$ cat src/rtl/dht11_sequencer.sv
// DHT11 single-wire read sequencer: host start pulse, sensor handshake,
// 40-bit pulse-width capture, checksum check and re-read holdoff.
module dht11_sequencer #(
    parameter int T_START   = 1_800_000,
    parameter int T_TIMEOUT = 20_000,
    parameter int T_BIT_THR = 5_000,
    parameter int T_HOLDOFF = 100_000_000,
    parameter int CNT_W     = 27
) (
    input  logic       clk,
    input  logic       rst,
    input  logic       pwr_ok,
    input  logic       req,
    input  logic       dq_in,
    output logic       dq_oe,
    output logic       busy,
    output logic       valid,
    output logic       err,
    output logic [1:0] err_code,
    output logic [7:0] hum_int,
    output logic [7:0] hum_dec,
    output logic [7:0] tmp_int,
    output logic [7:0] tmp_dec,
    output logic [3:0] state_dbg
);

    typedef enum logic [3:0] {
        S_IDLE  = 4'd0,
        S_START = 4'd1,
        S_REL   = 4'd2,
        S_RSP_L = 4'd3,
        S_RSP_H = 4'd4,
        S_BIT_L = 4'd5,
        S_BIT_H = 4'd6,
        S_CHECK = 4'd7,
        S_FAIL  = 4'd8,
        S_HOLD  = 4'd9
    } state_t;

    localparam logic [CNT_W-1:0] START_LAST = CNT_W'(T_START - 1);
    localparam logic [CNT_W-1:0] TIMEOUT    = CNT_W'(T_TIMEOUT);
    localparam logic [CNT_W-1:0] BIT_THR    = CNT_W'(T_BIT_THR);
    localparam logic [CNT_W-1:0] HOLD_LAST  = CNT_W'(T_HOLDOFF - 1);
    localparam logic [CNT_W-1:0] CNT_MAX    = '1;

    state_t           state, state_next;
    logic [CNT_W-1:0] cnt;
    logic             dq_s1, dqs, dqs_prev;
    logic             dq_fall, dq_rise;
    logic [39:0]      shreg;
    logic [5:0]       bit_idx;
    logic [1:0]       fail_code, fail_code_next;
    logic [9:0]       sum;
    logic             sum_ok;

    assign dq_fall   = dqs_prev & ~dqs;
    assign dq_rise   = ~dqs_prev & dqs;
    assign busy      = (state != S_IDLE);
    assign state_dbg = state;

    assign sum = 10'(shreg[39:32]) + 10'(shreg[31:24]) + 10'(shreg[23:16]) + 10'(shreg[15:8]);
    assign sum_ok = (sum[7:0] == shreg[7:0]);

    always_ff @(posedge clk) begin
        if (rst) begin
            state     <= S_IDLE;
            cnt       <= '0;
            fail_code <= 2'd0;
        end else begin
            state     <= state_next;
            fail_code <= fail_code_next;
            // Phase counter measures time spent in the current state only.
            if (state_next != state)
                cnt <= '0;
            else if (cnt != CNT_MAX)
                cnt <= cnt + 1'b1;
        end
    end

    always_comb begin
        state_next     = state;
        fail_code_next = fail_code;
        case (state)
            S_IDLE:  if (req && pwr_ok) state_next = S_START;
            S_START: if (cnt == START_LAST) state_next = S_REL;
            S_REL: begin
                if (dq_fall) state_next = S_RSP_L;
                else if (cnt == TIMEOUT) begin state_next = S_FAIL; fail_code_next = 2'd1; end
            end
            S_RSP_L: begin
                if (dq_rise) state_next = S_RSP_H;
                else if (cnt == TIMEOUT) begin state_next = S_FAIL; fail_code_next = 2'd1; end
            end
            S_RSP_H: begin
                if (dq_fall) state_next = S_BIT_L;
                else if (cnt == TIMEOUT) begin state_next = S_FAIL; fail_code_next = 2'd1; end
            end
            S_BIT_L: begin
                if (dq_rise) state_next = S_BIT_H;
                else if (cnt == TIMEOUT) begin state_next = S_FAIL; fail_code_next = 2'd2; end
            end
            S_BIT_H: begin
                if (dq_fall) state_next = (bit_idx == 6'd39) ? S_CHECK : S_BIT_L;
                else if (cnt == TIMEOUT) begin state_next = S_FAIL; fail_code_next = 2'd2; end
            end
            S_CHECK: state_next = S_HOLD;
            S_FAIL:  state_next = S_HOLD;
            S_HOLD:  if (cnt == HOLD_LAST) state_next = S_IDLE;
            default: state_next = S_IDLE;
        endcase
    end

    always_ff @(posedge clk) begin
        if (rst) begin
            dq_s1    <= 1'b1;
            dqs      <= 1'b1;
            dqs_prev <= 1'b1;
            dq_oe    <= 1'b0;
            valid    <= 1'b0;
            err      <= 1'b0;
            err_code <= 2'd0;
            shreg    <= '0;
            bit_idx  <= '0;
            hum_int  <= '0;
            hum_dec  <= '0;
            tmp_int  <= '0;
            tmp_dec  <= '0;
        end else begin
            dq_s1    <= dq_in;
            dqs      <= dq_s1;
            dqs_prev <= dqs;
            dq_oe    <= (state_next == S_START);
            valid    <= 1'b0;
            err      <= 1'b0;
            if (state_next == S_START && state != S_START) begin
                shreg   <= '0;
                bit_idx <= '0;
            end
            // Bit value is decided by how long the line stayed high.
            if (state == S_BIT_H && dq_fall) begin
                shreg   <= {shreg[38:0], (cnt > BIT_THR)};
                bit_idx <= bit_idx + 1'b1;
            end
            if (state == S_CHECK) begin
                if (sum_ok) begin
                    hum_int  <= shreg[39:32];
                    hum_dec  <= shreg[31:24];
                    tmp_int  <= shreg[23:16];
                    tmp_dec  <= shreg[15:8];
                    valid    <= 1'b1;
                    err_code <= 2'd0;
                end else begin
                    err      <= 1'b1;
                    err_code <= 2'd3;
                end
            end
            if (state == S_FAIL) begin
                err      <= 1'b1;
                err_code <= fail_code;
            end
        end
    end

endmodule

$ cat config.mk
export PLATFORM = sky130hd
export DESIGN_NAME = dht11_sequencer
export DESIGN_NICKNAME = d
export VERILOG_FILES = /design/src/rtl/dht11_sequencer.sv
export SDC_FILE = /design/constraint.sdc
export NUM_CORES = 1
export LEC_CHECK = 0
export CAP_MARGIN = 15
export CORE_AREA = 2 2 143 145
export DETAILED_ROUTE_END_ITERATION = 10
export DIE_AREA = 0 0 145 147
export PLACE_DENSITY_LB_ADDON = 0.15
export SYNTH_ARGS = -nofsm -noshare
export SYNTH_HDL_FRONTEND = slang
export SYNTH_SLANG_ARGS = --single-unit
$ cat constraint.sdc
create_clock -name clk -period 5.5 [get_ports clk]
set_input_delay 0.55 -clock clk [delete_from_list [all_inputs] [get_ports clk]]
set_output_delay 0.55 -clock clk [all_outputs]
set_load 0.02 [all_outputs]
==> run metrics <==
status=complete, no violations; Finish-stage setup viols=0; post-synth top area cell=dfxtp_1; Core ar.=19800 µm²; Reg area=2380 µm²; # IOs=47; Post-CTS Resized=0; Yosys warnings=0; synthesized area=5610 µm²; final core occ=34.9%; arrival time worst endpoint=4.05 ns; die height=147 µm; post-detailed-routing wire length=13700 µm; Syn Inst Count=614; Synth Register Bits=119; Layout area overhead=23.5%; Worst-path clk slew=0.05 ns; Final Hold Fails=0; slowest CP cell=fa_1; flop2flop setup slack=1.71 ns; DRC errors left=0; worst slew pin tran=0.996 ns; dpl cells=902; Hold/Removal Path Class=reg2reg; Finished Cell Area=6930 µm²; Fin Setup TNS=0 ns; Fmax=0.264 GHz; ys async rst share=0%; Slowest Stage Delay on Critical Path=0.54 ns; first drt pass iteration count=5; type of element capturing the critical path=flip-flop; first-pass GRT wire length=22800 µm; EDFF count, synth=0; minimum clock period=3.79 ns; layout cells sized above 1=9.64%; Post-DP Area=6290 µm²; Die Footprint=21300 µm²; Bufs on Longest Clock Path=2; Final Slew Violations=0; GP Congestion=0.821; RSZ-0062 raised after global routing=no; Syn Area/Cell=9.13 µm²; drt initial violations=347; Hold WS=0.414 ns; HPWL after DPL=9260 µm; Synth top cells by count=nor2_1, dfxtp_1, a22oi_1, mux2i_1; I/O Buffers=46; postcts setup bufs=0; DR vias/cell=4.75; Final Non-Filler Cells=934; CTS root buf=clkbuf_16; Top FF cell, synth=dfxtp_1; register area share after synthesis=42.5%; initial antenna violation count=0; Starting Density=28.3%; Setup Skew=0.00937 ns; Antenna diodes=0; worst rel slew slack=33.6%; vias in the first global route=4306; Max Cap Violations=0; top cell type's share of synthesized area=42.5%; kind of critical path=reg2reg; TritonCTS clock tree=yes; Die X=145 µm; Post-CTS Hold Fix Bufs=0; Worst Path Max Fanout=24; Max H-tree Level=4; Unique masters post-synth=53; Pleak=0.00269 µW; Peak supply drop=0.195 mV; multi-input logic area=3000 µm²; clock latency on the worst-skew pair=0.42 ns; pwr dens=306 nW/µm²; total track usage=13.3%; largest net degree at the start of global routing=93; gr ovfl total=0; final clock period utilization by the worst path=68.8%; Avg WL per Cell=14.7 µm; Area contributors post-synth=dfxtp_1, nor2_1, mux2i_1; Antenna Nets Post-Route=0; clock sink count=119; Layout Nets=680; Worst EP required=5.76 ns; Synth Net Count=643; most common cell in the synthesized netlist=nor2_1; CTS Buf Count=17; worst path cell trace=fa_1 > inv_1 > fa_1 > inv_1 > ha_1 > inv_1 > fa_1 > nand2b_1 > a21oi_1 > xnor2_1 > nor3_1 > nand4_1 > buf_4 > mux2i_1 > nor2_1; vias=4435; # rows=52; Setup crit start kind=flip-flop; Fill cells=2020
## registers in the layout, summed over array words and instances (netlist names)
name	flops
err	1
cnt	27
hum_int	8
valid	1
dq_oe	1
dq_s1	1
err_code	2
shreg	40
dqs_prev	1
hum_dec	8
bit_idx	6
state_dbg	4
fail_code	2
tmp_dec	8
tmp_int	8
dqs	1
## through the flow
step	worst slack, ns	power (µW)
detailed placement	1.70	952
finish	1.71	2120
floorplan	1.89	936
global placement	1.87	952
CTS	1.67	2150
global route	1.42	2200
## power by group
part | internal, µW | leakage, µW | switching, µW
registers | 866 | 0.000959 | 2.54
logic | 18.6 | 0.00143 | 44.9
clock network | 780 | 0.000298 | 406
total | 1660 | 0.00269 | 454
## final cells by class
class / count / area share (%)
timing repair buffer: 52 / 7.23
tap: 270 / 4.88
inverter: 21 / 1.14
clock inverter: 12 / 2.51
clock buffer: 20 / 6.59
sequential: 119 / 34.4
multi-input combinational: 440 / 43.3
## cell families after synthesis
family                   count (synthesis)  share of synthesized area [%]
AO/OA/AOI/OAI                           89                           11.6
XOR/XNOR                                43                           6.72
adder cells (fa/ha/maj)                 24                           7.23
buffers and inverters                   55                           4.15
flip-flops                             119                           42.5
multiplexers                            34                           6.07
AND/OR/NAND/NOR                        250                           21.8
## critical path: cells and delay by family (launching register included)
family,cells,cell delay [ns]
adders and majority gates,4,1.54
AOI/OAI and AO/OA,1,0.22
muxes,1,0.21
xor gates and xnor gates,1,0.10
DFF,1,0.34
and+or+nand+nor,4,0.72
buffers and inverters,4,0.46
## placed cells by master (no fill, tap or decap), types with 17 or more instances in the layout
cell and count:
nand4_1 17, dfxtp_1 119, a22oi_1 41, inv_1 21, xor2_1 18, clkbuf_16 17
mux2i_1 34, clkdlybuf4s50_1 45, xnor2_1 25, nand2_1 25, nor2_1 125, nand3_1 18
## path summary, 6_finish.rpt
check,end,depth (start not counted),startpoint
worst max-delay path,tmp_int[2],15,shreg[9]
worst min-delay path,dqs,1,dq_s1
worst max register to register,tmp_int[2],15,shreg[9]
worst min register to register,dqs,1,dq_s1
## layer usage
layer	track usage, %	share of wire [%]	wire (µm)	vias to the layer above
met5	0	0	0	-
met4	4.75	1.2	160	0
met3	3.54	4.0	541	15
met2	19.9	45	6150	81
met1	18.5	50	6830	2147
li1	-	-	-	2192
Note: power is estimated with default switching activity, not from simulation.
